File: src/rtl/lsu_pkg.sv
// Shared opcodes, FSM state codes and op classification helpers for the LSU.
package lsu_pkg;

  localparam logic [5:0] OP_LB  = 6'd19;
  localparam logic [5:0] OP_LH  = 6'd20;
  localparam logic [5:0] OP_LW  = 6'd21;
  localparam logic [5:0] OP_LBU = 6'd22;
  localparam logic [5:0] OP_LHU = 6'd23;
  localparam logic [5:0] OP_SB  = 6'd24;
  localparam logic [5:0] OP_SH  = 6'd25;
  localparam logic [5:0] OP_SW  = 6'd26;

  localparam logic [2:0] ST_IDLE = 3'd0;
  localparam logic [2:0] ST_REQ  = 3'd1;
  localparam logic [2:0] ST_WB   = 3'd2;
  localparam logic [2:0] ST_FIN  = 3'd3;
  localparam logic [2:0] ST_ERR  = 3'd4;

  // Fields of an accepted op that must survive the whole sequence.
  typedef struct packed {
    logic [5:0] op;
    logic [1:0] boff;
    logic [4:0] rd;
  } lsu_cap_t;

  function automatic logic is_load(input logic [5:0] op);
    return (op >= OP_LB) && (op <= OP_LHU);
  endfunction

  function automatic logic is_store(input logic [5:0] op);
    return (op >= OP_SB) && (op <= OP_SW);
  endfunction

  function automatic logic misaligned(input logic [5:0] op, input logic [1:0] a);
    case (op)
      OP_LH, OP_LHU, OP_SH: return a[0];
      OP_LW, OP_SW:         return a != 2'b00;
      default:              return 1'b0;
    endcase
  endfunction

endpackage

File: src/rtl/lsu_ctrl_if.sv
// Core-side op handshake plus word-aligned memory bus and regfile writeback.
interface lsu_ctrl_if;
  logic        start;
  logic [5:0]  op;
  logic [31:0] addr;
  logic [31:0] sdata;
  logic [4:0]  rd;
  logic        busy;
  logic        done;
  logic        err;
  logic        mem_req;
  logic [31:0] mem_addr;
  logic [3:0]  mem_wmask;
  logic [31:0] mem_wdata;
  logic        mem_ack;
  logic [31:0] mem_rdata;
  logic        rf_we;
  logic [4:0]  rf_rd;
  logic [31:0] rf_wdata;

  modport slave (
    input  start, op, addr, sdata, rd, mem_ack, mem_rdata,
    output busy, done, err, mem_req, mem_addr, mem_wmask, mem_wdata,
           rf_we, rf_rd, rf_wdata
  );

  modport master (
    output start, op, addr, sdata, rd, mem_ack, mem_rdata,
    input  busy, done, err, mem_req, mem_addr, mem_wmask, mem_wdata,
           rf_we, rf_rd, rf_wdata
  );
endinterface

File: src/rtl/lsu_align.sv
// Byte-lane steering: store replication + write mask, load extract + extend.
module lsu_align
  import lsu_pkg::*;
(
  input  logic [5:0]  i_op,
  input  logic [1:0]  i_boff,
  input  logic [31:0] i_sdata,
  input  logic [31:0] i_rdata,
  output logic [3:0]  o_wmask,
  output logic [31:0] o_wdata,
  output logic [31:0] o_ldata
);

  logic [31:0] w_shift;
  assign w_shift = i_rdata >> {i_boff, 3'b000};

  // Lane selection keyed by opcode; loads never assert write enables.
  always_comb begin
    o_wmask = 4'b0000;
    o_wdata = 32'h0;
    o_ldata = 32'h0;
    case (i_op)
      OP_SB: begin
        o_wmask = 4'b0001 << i_boff;
        o_wdata = {4{i_sdata[7:0]}};
      end
      OP_SH: begin
        o_wmask = i_boff[1] ? 4'b1100 : 4'b0011;
        o_wdata = {2{i_sdata[15:0]}};
      end
      OP_SW: begin
        o_wmask = 4'b1111;
        o_wdata = i_sdata;
      end
      OP_LB:  o_ldata = {{24{w_shift[7]}}, w_shift[7:0]};
      OP_LBU: o_ldata = {24'h0, w_shift[7:0]};
      OP_LH:  o_ldata = {{16{w_shift[15]}}, w_shift[15:0]};
      OP_LHU: o_ldata = {16'h0, w_shift[15:0]};
      OP_LW:  o_ldata = i_rdata;
      default: ;
    endcase
  end

endmodule

File: src/rtl/lsu_ctrl.sv
// Load/store sequencer: accepts one op, runs a req/ack memory access with a
// timeout, then pulses done (with regfile writeback for loads or err).
module lsu_ctrl
  import lsu_pkg::*;
#(
  parameter int TIMEOUT_CYCLES = 255
) (
  input  logic       clk,
  input  logic       rst_n,
  lsu_ctrl_if.slave  bus
);

  localparam logic [15:0] TO_LAST = 16'(TIMEOUT_CYCLES - 1);

  logic [2:0]  r_state;
  lsu_cap_t    r_cap;
  logic [15:0] r_cnt;
  logic        r_mem_req;
  logic [31:0] r_mem_addr;
  logic [3:0]  r_mem_wmask;
  logic [31:0] r_mem_wdata;
  logic        r_done;
  logic        r_err;
  logic        r_rf_we;
  logic [4:0]  r_rf_rd;
  logic [31:0] r_rf_wdata;

  logic [2:0]  w_nxt;
  logic        w_accept;
  logic        w_ld_ack;
  logic [5:0]  w_op;
  logic [1:0]  w_boff;
  logic [3:0]  w_wmask;
  logic [31:0] w_wdata;
  logic [31:0] w_ldata;

  // One aligner serves both phases: live inputs while idle (store lanes are
  // registered on accept), captured op/offset afterwards (load extract on ack).
  assign w_op   = (r_state == ST_IDLE) ? bus.op        : r_cap.op;
  assign w_boff = (r_state == ST_IDLE) ? bus.addr[1:0] : r_cap.boff;

  lsu_align u_align (
    .i_op    (w_op),
    .i_boff  (w_boff),
    .i_sdata (bus.sdata),
    .i_rdata (bus.mem_rdata),
    .o_wmask (w_wmask),
    .o_wdata (w_wdata),
    .o_ldata (w_ldata)
  );

  assign w_accept = (r_state == ST_IDLE) && bus.start &&
                    (is_load(bus.op) || is_store(bus.op));
  assign w_ld_ack = (r_state == ST_REQ) && bus.mem_ack && is_load(r_cap.op);

  // Next-state: misaligned ops skip the bus entirely; ack beats timeout on the last cycle.
  always_comb begin
    w_nxt = r_state;
    case (r_state)
      ST_IDLE: if (w_accept) w_nxt = misaligned(bus.op, bus.addr[1:0]) ? ST_ERR : ST_REQ;
      ST_REQ: begin
        if (bus.mem_ack)          w_nxt = is_load(r_cap.op) ? ST_WB : ST_FIN;
        else if (r_cnt == TO_LAST) w_nxt = ST_ERR;
      end
      default: w_nxt = ST_IDLE;
    endcase
  end

  // State, capture and timeout counter.
  always_ff @(posedge clk or negedge rst_n) begin
    if (!rst_n) begin
      r_state <= ST_IDLE;
      r_cap   <= '0;
      r_cnt   <= '0;
    end else begin
      r_state <= w_nxt;
      if (w_accept) r_cap <= '{op: bus.op, boff: bus.addr[1:0], rd: bus.rd};
      r_cnt <= (r_state == ST_REQ) ? r_cnt + 16'd1 : 16'd0;
    end
  end

  // Memory-side outputs: loaded on entry to REQ, held through it, zero otherwise.
  always_ff @(posedge clk or negedge rst_n) begin
    if (!rst_n) begin
      r_mem_req   <= 1'b0;
      r_mem_addr  <= '0;
      r_mem_wmask <= '0;
      r_mem_wdata <= '0;
    end else begin
      r_mem_req <= (w_nxt == ST_REQ);
      if (w_nxt != ST_REQ) begin
        r_mem_addr  <= '0;
        r_mem_wmask <= '0;
        r_mem_wdata <= '0;
      end else if (w_accept) begin
        r_mem_addr  <= {bus.addr[31:2], 2'b00};
        r_mem_wmask <= w_wmask;
        r_mem_wdata <= w_wdata;
      end
    end
  end

  // Completion pulses and regfile writeback, all derived from the next state.
  always_ff @(posedge clk or negedge rst_n) begin
    if (!rst_n) begin
      r_done     <= 1'b0;
      r_err      <= 1'b0;
      r_rf_we    <= 1'b0;
      r_rf_rd    <= '0;
      r_rf_wdata <= '0;
    end else begin
      r_done     <= (w_nxt == ST_WB) || (w_nxt == ST_FIN) || (w_nxt == ST_ERR);
      r_err      <= (w_nxt == ST_ERR);
      r_rf_we    <= (w_nxt == ST_WB) && (r_cap.rd != 5'd0);
      r_rf_rd    <= (w_nxt == ST_WB) ? r_cap.rd : 5'd0;
      r_rf_wdata <= w_ld_ack ? w_ldata : 32'h0;
    end
  end

  assign bus.busy      = (r_state != ST_IDLE);
  assign bus.done      = r_done;
  assign bus.err       = r_err;
  assign bus.mem_req   = r_mem_req;
  assign bus.mem_addr  = r_mem_addr;
  assign bus.mem_wmask = r_mem_wmask;
  assign bus.mem_wdata = r_mem_wdata;
  assign bus.rf_we     = r_rf_we;
  assign bus.rf_rd     = r_rf_rd;
  assign bus.rf_wdata  = r_rf_wdata;

endmodule

File: src/flat_wrapper.sv
// flat-port wrapper written by rule: the top's interface ports become plain ports
module lsu_ctrl_flat import lsu_pkg::*;
#(
  parameter int TIMEOUT_CYCLES = 255
)
  (clk, rst_n, bus_start, bus_op, bus_addr, bus_sdata, bus_rd, bus_mem_ack, bus_mem_rdata, bus_busy, bus_done, bus_err, bus_mem_req, bus_mem_addr, bus_mem_wmask, bus_mem_wdata, bus_rf_we, bus_rf_rd, bus_rf_wdata);
  lsu_ctrl_if bus_i ();
  input  logic clk;
  input  logic rst_n;
  input wire logic [$bits(bus_i.start)-1:0] bus_start;
  input wire logic [$bits(bus_i.op)-1:0] bus_op;
  input wire logic [$bits(bus_i.addr)-1:0] bus_addr;
  input wire logic [$bits(bus_i.sdata)-1:0] bus_sdata;
  input wire logic [$bits(bus_i.rd)-1:0] bus_rd;
  input wire logic [$bits(bus_i.mem_ack)-1:0] bus_mem_ack;
  input wire logic [$bits(bus_i.mem_rdata)-1:0] bus_mem_rdata;
  output wire logic [$bits(bus_i.busy)-1:0] bus_busy;
  output wire logic [$bits(bus_i.done)-1:0] bus_done;
  output wire logic [$bits(bus_i.err)-1:0] bus_err;
  output wire logic [$bits(bus_i.mem_req)-1:0] bus_mem_req;
  output wire logic [$bits(bus_i.mem_addr)-1:0] bus_mem_addr;
  output wire logic [$bits(bus_i.mem_wmask)-1:0] bus_mem_wmask;
  output wire logic [$bits(bus_i.mem_wdata)-1:0] bus_mem_wdata;
  output wire logic [$bits(bus_i.rf_we)-1:0] bus_rf_we;
  output wire logic [$bits(bus_i.rf_rd)-1:0] bus_rf_rd;
  output wire logic [$bits(bus_i.rf_wdata)-1:0] bus_rf_wdata;
  assign bus_i.start = bus_start;
  assign bus_i.op = bus_op;
  assign bus_i.addr = bus_addr;
  assign bus_i.sdata = bus_sdata;
  assign bus_i.rd = bus_rd;
  assign bus_i.mem_ack = bus_mem_ack;
  assign bus_i.mem_rdata = bus_mem_rdata;
  assign bus_busy = bus_i.busy;
  assign bus_done = bus_i.done;
  assign bus_err = bus_i.err;
  assign bus_mem_req = bus_i.mem_req;
  assign bus_mem_addr = bus_i.mem_addr;
  assign bus_mem_wmask = bus_i.mem_wmask;
  assign bus_mem_wdata = bus_i.mem_wdata;
  assign bus_rf_we = bus_i.rf_we;
  assign bus_rf_rd = bus_i.rf_rd;
  assign bus_rf_wdata = bus_i.rf_wdata;
  lsu_ctrl #(.TIMEOUT_CYCLES(TIMEOUT_CYCLES)) u_core (.clk(clk), .rst_n(rst_n), .bus(bus_i));
endmodule
File: config.mk
export PLATFORM = sky130hd
export DESIGN_NAME = lsu_ctrl_flat
export DESIGN_NICKNAME = d
export VERILOG_FILES = /design/src/rtl/lsu_pkg.sv /design/src/rtl/lsu_ctrl_if.sv /design/src/rtl/lsu_align.sv /design/src/rtl/lsu_ctrl.sv /design/src/flat_wrapper.sv
export SDC_FILE = /design/constraint.sdc
export NUM_CORES = 1
export LEC_CHECK = 0
export BUFFER_PORTS_ARGS = -buffer_cell sky130_fd_sc_hd__clkbuf_2
export CORE_MARGIN = 2
export CORE_UTILIZATION = 50
export CTS_BUF_LIST = sky130_fd_sc_hd__clkbuf_2
export DETAILED_ROUTE_END_ITERATION = 12
export GPL_ROUTABILITY_DRIVEN = 0
export PLACE_DENSITY = 0.76
export REMOVE_ABC_BUFFERS = 1
export SLEW_MARGIN = 20
export SYNTH_ARGS = -nofsm -noshare
export SYNTH_HDL_FRONTEND = slang
export SYNTH_SLANG_ARGS = --single-unit
File: constraint.sdc
create_clock -name clk -period 3.4 [get_ports clk]
set_input_delay 0 -clock clk [delete_from_list [all_inputs] [get_ports clk]]
set_output_delay 0 -clock clk [all_outputs]
set_load 0.03 [all_outputs]
# After elaboration in Yosys (flattened, before gate mapping)
# Cells that the tools add are included.
[word_totals]
ramBits = 0
mem_bits_ro = 0
out_inout_bits = 110
elab_cells = 85
mem_count = 0
reg_bits = 141
latch_bits = 0
[classes]
n_mux = 24
n_lt_le_gt_ge = 6
div = 0
multipliers = 0
reduce_logical = 18
shift = 2
n_bitwise = 0
eq_ne = 20
add_sub_neg = 1
[op_table]
columns = ["op", "count"]
rows = [
  ["32-bit two-way mux", 5],
  ["32-bit one-hot mux with 5 select lines", 1],
  ["32-bit one-hot mux with 3 select lines", 1],
  ["6-bit by 5-bit equality test with 1-bit output (second input constant)", 13],
  ["32-bit by 5-bit >> shifter with 16-bit output", 1],
  ["6-bit by 5-bit >= comparator with 1-bit output (second input constant)", 3],
  ["6-bit by 5-bit <= comparator with 1-bit output (second input constant)", 3],
  ["16-bit by 1-bit adder with 16-bit output (second input constant)", 1],
  ["16-bit by 8-bit equality test with 1-bit output (second input constant)", 1],
  ["16-bit two-way mux", 1],
  ["3-bit two-way mux", 4],
  ["4-bit two-way mux", 3],
  ["4-bit one-hot mux with 3 select lines", 1],
  ["1-bit logical AND", 8],
  ["3-bit by 1-bit equality test with 1-bit output (second input constant)", 2],
  ["3-bit by 2-bit equality test with 1-bit output (second input constant)", 2],
  ["6-bit two-way mux", 1],
  ["3-bit one-hot mux with 2 select lines", 1],
  ["5-bit two-way mux", 1],
  ["5-bit nonzero test", 1],
  ["2-bit nonzero test", 2],
  ["1-bit by 2-bit left shift with 4-bit output (first input constant)", 1],
  ["3-bit equality test (second input constant)", 1],
  ["3-bit logical NOT", 1],
  ["8 further kinds", 12],
]

# Longest topological paths before layout
# Gate-level depths: netlist (run 1).
[depth]
word_depth = 12
depth_mapped = 9

# Modules after synthesis
# A second synthesis (run 1) with hierarchy kept.
[unflattened]
hier_cells = 690
area_unflattened_um2 = 7299.5
[modules_own_cells]
columns = ["mod", "cells_per_inst", "n_inst", "area_per_inst_um2"]
rows = [
  ["lsu_ctrl", 469, 1, 5810.6],
  ["lsu_align", 221, 1, 1488.9],
]

# Least setup slack after synthesis (run 1)
# No wires, ideal clock.
[synth_timing]
path_kind = "reg-to-reg"
startpoint = "register u_core.r_state[0]"
endpoint = "register u_core.r_rf_wdata[10] (netlist: u_core.bus.rf_wdata[10])"
arrival_ns = 1.884
setup_ns = 0.136
path_stages_with_launch = 7
t_required_ns = 3.264
setup_slack_ns = 1.379
cell_sequence = "dfrtp_1 > o31a_1 > nor2_2 > buf_6 > mux2_2 > a222oi_1 > a21oi_1"
[synth_via]
elab_chain_len = 5
word_cells_on_any_way = 14
classes_between = "eq/ne: 6; shift: 1; mux: 4; reduce/logical: 3"
[synth_rtl]
columns = ["element", "line_no", "source"]
rows = [
  ["from (decl)", "lsu_ctrl.sv:15", "logic [2:0] r_state;"],
  ["from (signal assigned)", "lsu_ctrl.sv:76", "r_state <= w_nxt;"],
  ["3-bit logical NOT", "lsu_ctrl.sv:39, lsu_ctrl.sv:40", ""],
  ["2-bit two-way mux or 6-bit two-way mux (tied branches)", "lsu_ctrl.sv:40, lsu_ctrl.sv:39", ""],
  ["32-bit by 5-bit >> shifter with 16-bit output or 6-bit by 5-bit equality test with 1-bit output (tied branches)", "lsu_align.sv:15, lsu_align.sv:22", ""],
  ["32-bit one-hot mux with 5 select lines", "lsu_align.sv:22", "case (i_op)"],
  ["32-bit two-way mux (*)", "lsu_ctrl.sv:116", "r_rf_wdata <= w_ld_ack ? w_ldata : 32'h0;"],
  ["to (signal assigned)", "lsu_ctrl.sv:116", ""],
  ["to (decl)", "lsu_ctrl.sv:26", "logic [31:0] r_rf_wdata;"],
]
# Mark *: on every way between the ends. The rest lies on a longest branch, timed or not.
# A chain may end at the register's enable or synchronous reset.

# Worst setup path after layout (run 1)
[layout_timing]
startpoint = "register u_core.r_state[2]"
endpoint = "register u_core.r_mem_wdata[24] (netlist: u_core.bus.mem_wdata[24])"
[layout_via]
elab_chain_len = 7
word_cells_on_any_way = 17
classes_between = "eq/ne: 5; mux: 8; reduce/logical: 4"
[layout_rtl]
columns = ["element", "line_no", "source"]
rows = [
  ["branches (longest 7 deep; another with 32-bit one-hot mux with 3 select lines)", "n/a", ""],
  ["to (signal assigned)", "lsu_ctrl.sv:98", "r_mem_wdata <= w_wdata;"],
  ["to (decl)", "lsu_ctrl.sv:21", "logic [31:0] r_mem_wdata;"],
]
# Parallel ways; which one is timed is not known. The select of a mux whose other input is x is not followed.

==> results of run 1 <==
[synthesized netlist by cell type, drive strengths merged (6+ instances only)]
| cell | count | area [µm²] |
|---|---|---|
| nand4 | 7 | 43.8 |
| o211ai | 8 | 60.1 |
| a221oi | 24 | 210 |
| nor4 | 30 | 188 |
| a21oi | 15 | 90.1 |
| clkbuf | 22 | 82.6 |
| mux4 | 9 | 225 |
| buf | 33 | 200 |
| a211oi | 8 | 60.1 |
| dfrtp | 139 | 3480 |
| mux2 | 17 | 199 |
| a222oi | 7 | 70.1 |
| a31oi | 18 | 113 |
| xor2 | 11 | 96.3 |
| nor2 | 51 | 196 |
| and3 | 6 | 37.5 |
| o21ai | 7 | 35.0 |
| nor3 | 35 | 191 |
| nand3 | 6 | 30.0 |
| nand2 | 70 | 265 |
| mux2i | 33 | 347 |
| a22o | 9 | 78.8 |
[stage by stage]
stage / power, µW / utilization / cell area (µm²) / cells
2_1_floorplan: 2790 / - / 6470 / 568
3_3_place_gp: 3190 / 0.595 / 7880 / 972
3_5_place_dp: 3240 / 0.595 / 7880 / 972
4_1_cts: 4350 / 0.727 / 9630 / 1155
5_1_grt: 4600 / 0.727 / 9630 / 1155
6_report: 4360 / 0.727 / 9630 / 1155
[sequential cells by signal (all words and copies together), names as in the netlist, 3 cells and up]
signal,cells
u_core.r_cap,13
u_core.bus.rf_wdata,32
u_core.bus.rf_rd,5
u_core.bus.mem_wmask,4
u_core.bus.mem_wdata,32
u_core.bus.mem_addr,30
u_core.r_cnt,16
u_core.r_state,3
[power by group through the flow]
stage          clock network [µW]  logic (µW)  registers, µW
2_1_floorplan                   0         821           1970
3_3_place_gp                    0        1280           1910
3_5_place_dp                    0        1320           1920
4_1_cts                       928        1530           1890
5_1_grt                      1010        1680           1910
6_report                      909        1560           1890
[logic make-up (layout without fill, tap and decap cells)]
family	after synthesis	in the layout
and+or+nand+nor	235	235
DFF	139	139
AOI/OAI and AO/OA	114	114
muxes	59	59
buffers and inverters	58	414
xor gates and xnor gates	14	14
adders and majority gates	2	2
other	1	2
[worst paths after layout]
kind	from	endpoint	slack, ps	cells past startpoint
min in group asynchronous	rst_n	u_core.bus.mem_addr[12]	420	4
worst max-delay path	u_core.r_state[2]	u_core.bus.mem_wdata[24]	280	9
worst min-delay path	bus_rd[3]	u_core.r_cap[3]	70	4
worst max register to register	u_core.r_state[2]	u_core.bus.mem_wdata[24]	280	9
max in group asynchronous	rst_n	u_core.r_cnt[2]	2490	4
worst min register to register	u_core.r_cnt[0]	u_core.r_cnt[0]	500	1
[placed cells by master, fill, tap and decap left out, types with 4 or more instances in the layout]
cell,instances
clkinv_1,4
a31oi_1,18
a21oi_1,13
and3_1,6
clkbuf_2,238
nor2b_1,4
o21ai_0,7
mux4_1,6
mux2i_1,31
nand2_1,69
o211ai_1,8
nand4_1,7
a221oi_1,24
xor2_1,11
mux2_2,15
nand3_1,6
nor4_1,30
dfrtp_1,139
buf_4,10
o22ai_1,4
dlygate4sd3_1,151
a311oi_1,4
a211oi_1,8
and2_1,4
nor3_1,33
nor2_1,49
a22o_1,9
a222oi_1,7
[final cells by class]
class                      count  area [µm²]  share of cell area
multi-input combinational    426        3000               0.312
sequential                   139        3480               0.361
tap                          176         220              0.0229
inverter                       3        11.3             0.00117
clock inverter                10         101              0.0105
timing repair buffer         380        2710               0.282
clock buffer                  21         105              0.0109
[metal layers]
| layer | GRT usage | up-vias | wire length [µm] |
|---|---|---|---|
| li1 | - | 3020 | - |
| met1 | 0.368 | 3243 | 8260 |
| met2 | 0.482 | 387 | 10500 |
| met3 | 0.0599 | 78 | 1510 |
| met4 | 0.161 | 0 | 871 |
| met5 | 0 | - | 0 |
[repair_timing]
item / CTS / global route
resized for setup: 0 / 1
hold buffers: 152 / 0
hold endpoints to repair: 250 / 0
endpoints found under the setup margin: 0 / 6
[worst max-delay path: cells and delay by family (launching register included)]
| family | cells | cell delay [ps] |
|---|---|---|
| and+or+nand+nor | 3 | 410 |
| DFF | 1 | 470 |
| AOI/OAI and AO/OA | 2 | 690 |
| buffers and inverters | 4 | 1460 |
==> impl_metrics.env, run 1 <==
export IMPL_cp_required_ps=4010
export IMPL_postLayoutSetupSlackWorst_ps=279
export IMPL_crit_chain="nor3_2 -> buf_4 -> inv_1 -> nand2_1 -> o22ai_2 -> buf_4 -> a221oi_1 -> dlygate4sd3_1 -> nor4_1"
export IMPL_drive_gt1_frac=0.302
export IMPL_ys_dominant_reg_cell="dfrtp_1"
export IMPL_cap_violations=0
export IMPL_peakVddDrop_mv=0.295
export IMPL_clockBufferDepth=2
export IMPL_drcViolationCount=0
export IMPL_path_clk_slew_ps=200
export IMPL_fp_dieH_um=120
export IMPL_synth_top_family_by_area="simple AND/OR/NAND/NOR gates"
export IMPL_synth_mux_area_frac=0.114
export IMPL_ys_ff_latch=139
export IMPL_p_switching_uw=1650
export IMPL_cellLeakagePower_uw=0.00475
export IMPL_fin_crit_ps=3120
export IMPL_rsz0062_at_grt="false"
export IMPL_finalHoldViolations=0
export IMPL_fp_dieArea_um2=14500
export IMPL_status="complete, no violations"
export IMPL_core_rowCount=42
export IMPL_drt_antenna_violating_nets=0
export IMPL_setup_worst_path_start_class="register"
export IMPL_core_um2=13200
export IMPL_power_frac_comb=0.358
export IMPL_critical_path_class="reg2reg"
export IMPL_die_x_um=120
export IMPL_finClkSkew_ps=30.0
export IMPL_syn_avg_cell_area_um2=10.9
export IMPL_synthSimpleGateAreaFrac=0.175
export IMPL_synth_edf_count=0
export IMPL_grt_pass1_vias=6754
export IMPL_cts_buffers_inserted=17
export IMPL_p_per_area_nw_per_um2=453
export IMPL_synth_yosys_seq_area_share=0.515
export IMPL_internal_power_uw=2720
export IMPL_finalCritPeriodShare=0.918
export IMPL_synthArstFlopShare=1.00
export IMPL_synth_xor_area_frac=0.0182
export IMPL_pwr_share_seq=0.434
export IMPL_place_ws_ps=750
export IMPL_grt_usage=0.294
export IMPL_post_drt_wl_per_cell_um=18.3
export IMPL_yosys_warnings=0
export IMPL_drtPass1Iterations=7
export IMPL_syn_inst=622
export IMPL_syn_area_um2=6750
export IMPL_swShare=0.377
export IMPL_tightest_slew_ps=1110
export IMPL_vias=6728
export IMPL_hold_path_class="in2reg"
export IMPL_nNetsFinal=1080
export IMPL_critPathCaptureType="register"
export IMPL_cts_max_level=4
export IMPL_maxSlewHeadroom=0.263
export IMPL_grt_overflow=0
export IMPL_hpwlAfterDp_um=12200
export IMPL_cts_tree="built"
export IMPL_post_cts_setup_buffer_count=0
export IMPL_finalMaxSlewViolations=0
export IMPL_synthAdderAreaFrac=0.00371
export IMPL_setup_violations=0
export IMPL_io_buffers=218
export IMPL_critical_path_peak_fanout=14
export IMPL_tns_ps=0
export IMPL_io_pins=221
export IMPL_cts_root_buf="clkbuf_2"
export IMPL_via_per_inst=5.83
export IMPL_drt_wl_total_um=21100
export IMPL_synth_compound_area_frac=0.130
export IMPL_antenna_found_initial=0
export IMPL_arrival_ps=3730
export IMPL_max_freq_mhz=320
export IMPL_antenna_cells=0
export IMPL_cts_sinks=139
export IMPL_clk_latency_ps=710
export IMPL_drt_initial_drc_count=613
export IMPL_grt_max_degree=81
export IMPL_initial_core_util=0.510
export IMPL_ys_types=66
export IMPL_grt_pass1_wl_um=33600
export IMPL_max_stage_delay_ps=630
export IMPL_area_delta_synth_final_pct=42.6
export IMPL_fillCellCount=930
export IMPL_slowest_stage="dlygate4sd3_1"
export IMPL_holdWs_ps=67.6
export IMPL_cp_common_cell="buf_4"
export IMPL_clkPwrFrac=0.208
Power figures use the tool's default switching activity.
==> run 2, diff against run 1 <==
- clock period: 3.4 -> 3.85 ns (I/O delays scaled with it)
==> run 2 against run 1 <==
  * Critical path type unchanged
  * Power down 8.0%
  * Setup slack improved by 140 ps
  * Utilization shrank 0.89 points
  * Via count fell by 1.7%
  * Largest power group unchanged
==> impl_metrics.env, run 2 (synthesis gave the netlist of run 1 again) <==
export IMPL_drive_gt1_frac=0.304
export IMPL_area_delta_synth_final_pct=40.8
export IMPL_grt_pass1_vias=6497
export IMPL_finalCritPeriodShare=0.890
export IMPL_core_um2=13200
export IMPL_path_delay_family="buffers and inverters"
export IMPL_cts_buffers_inserted=17
export IMPL_grt_max_degree=101
export IMPL_crit_buf_inv=4
export IMPL_clockBufferDepth=2
export IMPL_drtPass1Iterations=5
export IMPL_antenna_found_initial=0
export IMPL_peakVddDrop_mv=0.280
export IMPL_die_x_um=120
export IMPL_mostFrequentLayoutCells="236 x clkbuf_2, 139 x dfrtp_1, 135 x dlygate4sd3_1"
export IMPL_io_buffers=218
export IMPL_core_rowCount=42
export IMPL_postLayoutSetupSlackWorst_ps=423
export IMPL_clk_latency_ps=700
export IMPL_cp_required_ps=4480
export IMPL_slowest_stage="nor2b_1"
export IMPL_drt_wl_total_um=20500
export IMPL_drcViolationCount=0
export IMPL_vias=6613
export IMPL_max_stage_delay_ps=590
export IMPL_nNetsFinal=1061
export IMPL_p_per_area_nw_per_um2=422
export IMPL_path_clk_slew_ps=180
export IMPL_rsz0062_at_grt="false"
export IMPL_post_cts_setup_buffer_count=0
export IMPL_setup_violations=0
export IMPL_finalMaxSlewViolations=0
export IMPL_tightest_slew_ps=1090
export IMPL_arrival_ps=4060
export IMPL_cap_violations=0
export IMPL_maxSlewHeadroom=0.277
export IMPL_status="complete, no violations"
export IMPL_hold_path_class="in2reg"
export IMPL_hpwlAfterDp_um=11700
export IMPL_stdcell_area_um2=9510
export IMPL_critical_path_class="reg2reg"
export IMPL_drt_initial_drc_count=513
export IMPL_cts_root_buf="clkbuf_2"
export IMPL_io_pins=221
export IMPL_via_per_inst=5.82
export IMPL_drt_antenna_violating_nets=0
export IMPL_setup_worst_path_start_class="register"
export IMPL_initial_core_util=0.510
export IMPL_post_drt_wl_per_cell_um=18.0
export IMPL_grt_overflow=0
export IMPL_grt_usage=0.281
export IMPL_fillCellCount=946
export IMPL_finClkSkew_ps=30.0
export IMPL_finalHoldViolations=0
export IMPL_placed_area_um2=7860
export IMPL_critical_path_peak_fanout=25
export IMPL_cts_sinks=139
export IMPL_mostFrequentLayoutCell="clkbuf_2"
export IMPL_fp_dieH_um=120
export IMPL_fp_dieArea_um2=14500
export IMPL_cts_max_level=4
export IMPL_cellLeakagePower_uw=0.00468
export IMPL_crit_chain="nor3_2 -> buf_4 -> inv_1 -> nor3b_1 -> a22o_1 -> buf_4 -> nor2b_1 -> a22o_1 -> dlygate4sd3_1"
export IMPL_critPathCaptureType="register"
export IMPL_cts_resized=0
export IMPL_grt_pass1_wl_um=31800
export IMPL_max_freq_mhz=292
export IMPL_cts_tree="built"
export IMPL_place_ws_ps=1090
export IMPL_fin_crit_ps=3430
-- run 2: changes by cell type in the layout (fill, tap and decap cells not counted), sizes merged, moves of 2 or more --
cell,change
clkbuf,-2
bufinv,+3
dlygate4sd3,-16
buf,-3
-- run 2: repair_timing --
| item | in CTS | in global routing |
|---|---|---|
| endpoints found under the setup margin | 0 | 0 |
| hold buffers | 136 | 0 |
| hold endpoints to repair | 220 | 0 |
-- run 2: where the power goes --
group / internal [µW] / switching (µW)
clock: 481 / 507
combinational: 526 / 824
sequential: 1570 / 106
total: 2570 / 1440
-- run 2: routing by layer --
| metal | up-vias | global-route usage | wire [µm] |
|---|---|---|---|
| li1 | 2973 | - | - |
| met1 | 3213 | 0.343 | 8070 |
| met2 | 354 | 0.476 | 10200 |
| met3 | 73 | 0.0575 | 1330 |
| met4 | 0 | 0.142 | 851 |
| met5 | - | 0 | 0 |
-- run 2: through the flow --
stage	utilization	cells	hold WS, ps	TNS, ps	total power (µW)
global placement	0.593	969	189	0	2810
detailed placement	0.593	969	197	0	2850
floorplan	-	568	-296	-19610	2460
CTS	0.718	1135	15.1	0	4000
finish	0.718	1136	93.6	0	4010
global route	0.718	1135	55.6	0	4210
-- run 2: layout make-up --
cell class | instances | area, µm² | share of cell area
Clock buffer | 19 | 95.1 | 0.0100
Clock inverter | 11 | 176 | 0.0185
Timing Repair Buffer | 361 | 2530 | 0.266
Inverter | 3 | 11.3 | 0.00118
Tap cell | 176 | 220 | 0.0232
Sequential cell | 139 | 3480 | 0.366
Antenna cell | 1 | 2.50 | 0.000263
Multi-Input combinational cell | 426 | 3000 | 0.315
-- run 2: worst paths after layout --
path / start / end / slack, ps / depth (start not counted)
setup / recovery: u_core.r_state[2] / u_core.bus.rf_wdata[1] / 420 / 9
setup reg to reg: u_core.r_state[2] / u_core.bus.rf_wdata[1] / 420 / 9
min in group asynchronous: rst_n / u_core.bus.rf_wdata[4] / 230 / 3
hold / removal: bus_op[4] / u_core.bus.err / 90 / 4
hold reg to reg: u_core.r_cnt[0] / u_core.r_cnt[0] / 510 / 1
max in group asynchronous: rst_n / u_core.r_cap[5] / 2920 / 4
-- run 2: worst reg2reg max path, cell delays in order (launching register included) --
cell	delay [ps]
dfrtp_1	480
nor3_2	180
buf_4	230
inv_1	220
nor3b_1	390
a22o_1	210
buf_4	260
nor2b_1	590
a22o_1	260
dlygate4sd3_1	560
